--- src/rtl/cpu_run_ctrl.sv ---
// cpu_run_ctrl: run/step/breakpoint sequencer for cpuunit.
// Turns raw board switches into a single-cycle cpu_en pulse. The CPU can
// free-run at a divided rate, single-step on a button press, or halt when
// the PC hits a breakpoint.
module cpu_run_ctrl #(
  parameter int DIV        = 50_000_000,
  parameter int DEB_CYCLES = 500_000
) (
  input  logic        clk,
  input  logic        reset,
  input  logic [1:0]  sw,
  input  logic [15:0] PC,
  input  logic [15:0] bp_addr,
  input  logic        bp_en,
  output logic        cpu_en,
  output logic [1:0]  state,
  output logic [15:0] steps
);

  localparam int DW = (DEB_CYCLES > 2) ? $clog2(DEB_CYCLES) : 1;
  localparam int PW = (DIV > 2) ? $clog2(DIV) : 1;

  localparam logic [1:0] S_HALT  = 2'b00;
  localparam logic [1:0] S_RUN   = 2'b01;
  localparam logic [1:0] S_STEP  = 2'b10;
  localparam logic [1:0] S_BREAK = 2'b11;

  logic [1:0]    sync1_q, sync1_d;
  logic [1:0]    sync2_q, sync2_d;
  logic [1:0]    db_q, db_d;
  logic [DW-1:0] cnt_q [2];
  logic [DW-1:0] cnt_d [2];
  logic          db_step_prev_q, db_step_prev_d;
  logic [PW-1:0] presc_q, presc_d;
  logic [1:0]    state_q, state_d;
  logic          cpu_en_q, cpu_en_d;
  logic [15:0]   steps_q, steps_d;

  logic db_run, step_req, tick, bp_hit;

  // Two-stage synchronizer followed by a per-bit stability counter.
  // A bit is accepted only after it has differed from the debounced value
  // for DEB_CYCLES consecutive cycles; any return to agreement clears it.
  always_comb begin
    sync1_d = sw;
    sync2_d = sync1_q;
    db_d    = db_q;
    for (int i = 0; i < 2; i++) begin
      cnt_d[i] = '0;
      if (sync2_q[i] != db_q[i]) begin
        if (cnt_q[i] == DW'(DEB_CYCLES - 1)) db_d[i] = sync2_q[i];
        else                                 cnt_d[i] = cnt_q[i] + 1'b1;
      end
    end
  end

  assign db_run         = db_q[0];
  assign step_req       = db_q[1] & ~db_step_prev_q;
  assign db_step_prev_d = db_q[1];
  assign tick           = (presc_q == PW'(DIV - 1));
  assign bp_hit         = bp_en && (PC == bp_addr);

  // Sequencer: next state, enable pulse, prescaler and pulse counter.
  // The prescaler is held at zero outside RUN, so every RUN entry starts a
  // fresh DIV-cycle period. cpu_en is registered alongside the state, which
  // lines the STEP pulse up exactly with state==STEP.
  always_comb begin
    state_d  = state_q;
    cpu_en_d = 1'b0;
    case (state_q)
      S_HALT: begin
        if (db_run)        state_d = S_RUN;
        else if (step_req) state_d = S_STEP;
      end
      S_RUN: begin
        if (!db_run)              state_d = S_HALT;
        else if (tick && bp_hit)  state_d = S_BREAK;
        else if (tick)            cpu_en_d = 1'b1;
      end
      S_STEP: begin
        state_d = db_run ? S_RUN : S_HALT;
      end
      default: begin
        if (!db_run)       state_d = S_HALT;
        else if (step_req) state_d = S_STEP;
      end
    endcase
    if (state_d == S_STEP) cpu_en_d = 1'b1;
    presc_d = (state_q == S_RUN && !tick) ? presc_q + 1'b1 : '0;
    steps_d = steps_q + {15'd0, cpu_en_q};
  end

  // State registers; reset overrides every pending event.
  always_ff @(posedge clk) begin
    if (reset) begin
      sync1_q        <= '0;
      sync2_q        <= '0;
      db_q           <= '0;
      cnt_q[0]       <= '0;
      cnt_q[1]       <= '0;
      db_step_prev_q <= 1'b0;
      presc_q        <= '0;
      state_q        <= S_HALT;
      cpu_en_q       <= 1'b0;
      steps_q        <= '0;
    end else begin
      sync1_q        <= sync1_d;
      sync2_q        <= sync2_d;
      db_q           <= db_d;
      cnt_q[0]       <= cnt_d[0];
      cnt_q[1]       <= cnt_d[1];
      db_step_prev_q <= db_step_prev_d;
      presc_q        <= presc_d;
      state_q        <= state_d;
      cpu_en_q       <= cpu_en_d;
      steps_q        <= steps_d;
    end
  end

  assign cpu_en = cpu_en_q;
  assign state  = state_q;
  assign steps  = steps_q;

endmodule

--- config.mk ---
export PLATFORM = sky130hd
export DESIGN_NAME = cpu_run_ctrl
export DESIGN_NICKNAME = d
export VERILOG_FILES = /design/src/rtl/cpu_run_ctrl.sv
export SDC_FILE = /design/constraint.sdc
export NUM_CORES = 1
export LEC_CHECK = 0
export ABC_CLOCK_PERIOD_IN_PS = 2650
export CORE_ASPECT_RATIO = 0.5
export CORE_MARGIN = 2
export CORE_UTILIZATION = 57
export CTS_BUF_LIST = sky130_fd_sc_hd__clkbuf_2
export DETAILED_ROUTE_END_ITERATION = 8
export GPL_TIMING_DRIVEN = 0
export HOLD_SLACK_MARGIN = 0.15
export PLACE_DENSITY = 0.87
export SKIP_LAST_GASP = 1
export SLEW_MARGIN = 20
export SYNTH_ARGS = -nofsm -noshare
export SYNTH_HDL_FRONTEND = slang
export SYNTH_SLANG_ARGS = --single-unit
export TNS_END_PERCENT = 10
--- constraint.sdc ---
create_clock -name clk -period 2.65 [get_ports clk]
set_clock_uncertainty 0.15 [all_clocks]
set_input_delay 0.265 -clock clk [delete_from_list [all_inputs] [get_ports clk]]
set_output_delay 0.265 -clock clk [all_outputs]
set_load 0.02 [all_outputs]
[Word level (Yosys, flattened, before mapping)]
Memories as Yosys holds them, arrays and structs flattened.
Index checks and enable logic that the tools add are counted.
Operators by class
  bitwise logic cells: 5
  multiplexer cells: 21
  reductions and logical operators: 8
  add/subtract/negate cells: 4
  eq/ne operators: 9
Operators with widths (count)
  $mux 19: 6
  $add 19x1->19 const B: 2
  $eq 19x19->1 const B: 2
  $add 26x1->26 const B: 1
  $eq 26x26->1 const B: 1
  $add 16x1->16: 1
  $eq 16x16->1: 1
  $mux 2: 5
  $mux 1: 9
  $pmux 2 s3: 1
  $eq 2x2->1 const B: 2
  $reduce_and 2->1: 2
  $logic_and 1x1->1: 3
  $eq 2x1->1 const B: 1
  $logic_not 2->1: 1
  $ne 1x1->1: 2
  $not 1->1: 2
  $or 1x1->1: 2
  $reduce_or 2->1: 1
  $and 1x1->1: 1
  $logic_not 1->1: 1
Word-level totals
  flip-flop bits (word level): 52
  input port bits: 37
  bits in writable memories: 38
  memories: 1
  output and inout port bits: 19
Memories
  cnt_q: words 2, bits a word 19, rd ports 2, clocked after memory_dff 0, wr ports 2, RTL line 31  | logic [DW-1:0] cnt_q [2];

[Longest topological paths before layout]
  depth in word-level cells: 8
  mapped depth: 6
  depth with buffers taken out: 6

[Worst setup path after synthesis]
No wires, ideal clock.
  kind: reg2reg
  start: memory cnt_q[0][21] (netlist name)
  end: memory cnt_q[0][36] (netlist name)
  data required time: 2.430 ns
  clock period less this slack: 1.965 ns
  buffers on the path: 1
  data arrival time: 1.745 ns
  setup slack: 0.685 ns
  cell stages (with the launch flop): 6
  library setup time: 0.070 ns
  cells stage by stage: dfxtp_1 -> nand3_2 -> or4_1 -> buf_2 -> or4_1 -> a21oi_1
RTL lines (RTL line)
  from (decl): 31

[Worst setup path after layout]
  start: register presc_q[4]
  end: register presc_q[20]
On the way
  cells in the longest elaborated chain, start to end: 5
  elaborated cells between the ends (all ways): 6
  classes of those cells: add/sub: 1; eq/ne: 1; bitwise: 1; reduce/logical: 3
RTL lines
  from (decl): RTL line 34  | logic [PW-1:0] presc_q, presc_d;
  from (signal assigned): RTL line 113  | presc_q <= presc_d;
  branches (longest 5 deep; another with $add 26x1->26)
Parallel ways; which one is timed is not known.
A chain may end at the register's enable or synchronous reset.

==> metrics.md <==
| Metric | Value |
|---|---|
| Worst-case vdd ir drop | `approximately 0.25 mV` |
| LEAKAGE | `between 0.0015 and 0.002 µW` |
| Synthesis-to-finish area growth | `18.5%` |
| Worst EP required | `2.96 ns` |
| Antenna diodes | `0` |
| Post-Syn Instances | `479` |
| Number of synthesized flops with an enable pin | `0` |
| Ratio of cells with drive above 1 in the final layout | `0.0472` |
| CTS H-tree lvls | `3` |
| FF+latch count, synth | `90` |
| Outcome | `completed` |
| Remaining antenna violation count after routing | `0` |
| Clk sinks | `90` |
| Clock tree root driver cell | `sky130_fd_sc_hd__clkbuf_2` |
| Total power divided by cell area | `413 mW/mm²` |
| Critical path data arrival time | `2.76 ns` |
| Number of distinct library cells after synthesis | `42` |
| Max transition margin | `0.593` |
| Setup repair after global routing missed its margin | `no` |
| Initial DRC Count | `198` |
| IO Pins | `56` |
| Final worst path period share | `0.926` |
| Measured slew at the worst slew-check pin | `about 0.6 ns` |
| Die X | `125 µm` |
| Kind of critical path | `reg -> reg` |
| Net count after synthesis | `521` |
| Avg WL per Cell | `approximately 14 µm` |
| Final-report setup violation count | `0` |
| Placed Instances | `626` |
| Clock Path Buffers | `2` |
| Number of buffers inserted during clock tree synthesis | `9` |
| Setup Buffers After CTS | `0` |
| Drt drc | `0` |
| Fin nets | `589` |
| Clock latency reported for the late side of the worst-skew pair | `~0.56 ns` |
| Max capacitance violation total | `0` |
| Starting density of the core | `0.607` |
| Clock-pin slew on the worst setup and hold paths | `0.23 ns` |
| Cell area after synthesis | `~0.0042 mm²` |
| Summed negative setup slack over all endpoints | `0 ns` |
| Total number of yosys warnings | `0` |
| Type of the most critical hold path | `in -> reg` |
| Vias in the first global route | `3452` |
| Top FF cell, synth | `sky130_fd_sc_hd__dfxtp_1` |
| Final Hold Slack | `0.240 ns` |
| Final cell count without fillers | `643` |
| Count of hold buffers inserted by post-cts repair | `2` |
| Overall die area | `0.00807 mm²` |
| DRT Pass-1 Iters | `4` |
| Weighted congestion reported at the end of routability-driven placement | `0.803` |
| Number of port buffers | `between 50 and 60` |
| Crit path capture type | `flip-flop` |
| Detailed-route vias per instance | `5.73` |
| Total core area | `~0.007 mm²` |
| Proportion of synthesized flip-flops having asynchronous set or reset | `0` |
| Total global-route track usage | `0.229` |
| Placement Rows | `21` |
| Kind of start point of the critical path | `flip-flop` |
| Final-report hold violation count | `0` |
| Remaining global-route overflow | `0` |
| Global-route wire length before repair | `15100 µm` |
| Maximum clock rate | `0.408 GHz` |
| Detailed placement HPWL | `6510 µm` |
| Number of max-slew violations in the final report | `0` |
| Crit path time final | `2.45 ns` |
| Share of the core filled with cells | `0.719` |
| Sequential element share of the synthesized area | `0.431` |
| TritonCTS clock tree | `done` |
| Share of Yosys cell area claimed by the top area cell type | `0.431` |
| Largest cells by area after synthesis | `sky130_fd_sc_hd__dfxtp_1 43%, sky130_fd_sc_hd__xor2_1 8.6%, sky130_fd_sc_hd__nor2_1 5.0%` |
| Number of gates given a new drive strength after cts | `0` |
| Pin count of the biggest net entering global routing | `16` |
| Cell type with the highest aggregate area in the netlist | `sky130_fd_sc_hd__dfxtp_1` |
| Die span in y | `64.5 µm` |
| Crit path max fanout | `10` |
| FILL cells | `548` |
| Total wirelength of the detailed-routed design | `approximately 8700 µm` |
| Number of antenna violations at the first check in global routing | `0` |
| Via count of the routed design | `3683` |
| Synthesized area per cell | `8.72 µm²` |
## state kept, by name, indices dropped and copies added, names as in the netlist
signal	cells
cnt_q	38
cpu_en	1
db_q	2
db_step_prev_q	1
presc_q	26
state	2
steps	16
sync1_q	2
sync2_q	2
## worst paths after layout
check                                start     endpoint  slack (ns)  cells after the start
worst max register to register  presc_q[4]  presc_q[20]        0.20                      6
worst min register to register  sync1_q[0]   sync2_q[0]        0.31                      1
worst min-delay path                 bp_en     state[1]        0.24                      4
worst max-delay path            presc_q[4]  presc_q[20]        0.20                      6
## routing by layer
metal | track usage | vias up | wire [µm]
met4 | 0.0958 | 0 | 179
met2 | 0.385 | 66 | 4240
met3 | 0.0718 | 19 | 364
met1 | 0.275 | 1730 | 3920
met5 | 0 | - | 0
li1 | - | 1868 | -
## cells in the final DEF (no fill, tap or decap), drive strengths merged, types with 2 or more instances in the layout
master / netlist / layout
dfxtp: 90 / 90
nor2: 56 / 56
clkdlybuf4s50: 0 / 55
xor2: 41 / 41
nand3: 32 / 32
a21oi: 30 / 30
nand2: 29 / 29
xnor2: 21 / 21
or4: 17 / 17
clkbuf: 8 / 17
nand4: 16 / 16
o21ai: 16 / 16
or3: 16 / 16
o31ai: 14 / 14
inv: 12 / 13
and4: 10 / 10
nor4: 9 / 9
nor2b: 8 / 8
and3: 7 / 7
nor3: 7 / 7
buf: 6 / 6
nor4b: 5 / 5
ha: 5 / 5
nor4bb: 4 / 4
clkinvlp: 0 / 3
and2: 3 / 3
o21bai: 3 / 3
nor3b: 2 / 2
nand4b: 2 / 2
nand2b: 2 / 2
or4b: 2 / 2
dlygate4sd3: 0 / 2
clkinv: 0 / 2
## synthesized netlist by cell type, types with 9 or more instances
library cell	n
sky130_fd_sc_hd__nand3_1	31
sky130_fd_sc_hd__a21oi_1	30
sky130_fd_sc_hd__and4_1	9
sky130_fd_sc_hd__xor2_1	41
sky130_fd_sc_hd__or4_1	17
sky130_fd_sc_hd__dfxtp_1	90
sky130_fd_sc_hd__o31ai_1	14
sky130_fd_sc_hd__xnor2_1	21
sky130_fd_sc_hd__nor2_1	56
sky130_fd_sc_hd__nor4_1	9
sky130_fd_sc_hd__or3_1	14
sky130_fd_sc_hd__nand2_1	29
sky130_fd_sc_hd__o21ai_0	15
sky130_fd_sc_hd__nand4_1	16
sky130_fd_sc_hd__inv_1	12
## power breakdown
group	internal [µW]	total, µW	switching (µW)	leakage [µW]
Combinational	65.4	98.6	33.2	0.000728
Sequential	1360	1360	2.03	0.000726
Clock	119	586	467	0.0000480
## cells by family (layout without fill, tap and decap cells)
kind of cell	after synthesis	in the layout	share of synthesized area
and+or+nand+nor	228	228	0.302
DFF	90	90	0.431
AOI/OAI and AO/OA	68	68	0.0967
xor gates and xnor gates	62	62	0.130
buffers and inverters	26	98	0.0246
adders and majority gates	5	5	0.0150
## critical path, cell delays in order, from the launching register on
cell and delay (ns):
sky130_fd_sc_hd__dfxtp_1 0.36, sky130_fd_sc_hd__clkbuf_1 0.28, sky130_fd_sc_hd__and4_1 0.38, sky130_fd_sc_hd__nand4_1 0.23
sky130_fd_sc_hd__o21ai_1 0.56, sky130_fd_sc_hd__buf_2 0.33, sky130_fd_sc_hd__a21oi_1 0.06
## through the flow
stage	cell area, µm²	total power [µW]	worst slack, ns
2_1_floorplan	4180	1420	0.685
3_3_place_gp	4840	1480	0.275
3_5_place_dp	4840	1490	0.242
4_1_cts	4950	2070	0.226
5_1_grt	4950	2130	0.0392
6_report	4950	2050	0.197
## area by class of cell
type / count / area (µm²) / share of cell area
Multi-Input combinational cell: 363 / 2270 / 0.459
Sequential cell: 90 / 1800 / 0.364
Timing Repair Buffer: 57 / 571 / 0.115
Tap cell: 92 / 115 / 0.0232
Buffer: 14 / 57.6 / 0.0116
Clock buffer: 9 / 45.0 / 0.00910
Inverter: 12 / 45.0 / 0.00910
Clock inverter: 6 / 43.8 / 0.00884
(Power assumes the default switching activity.)
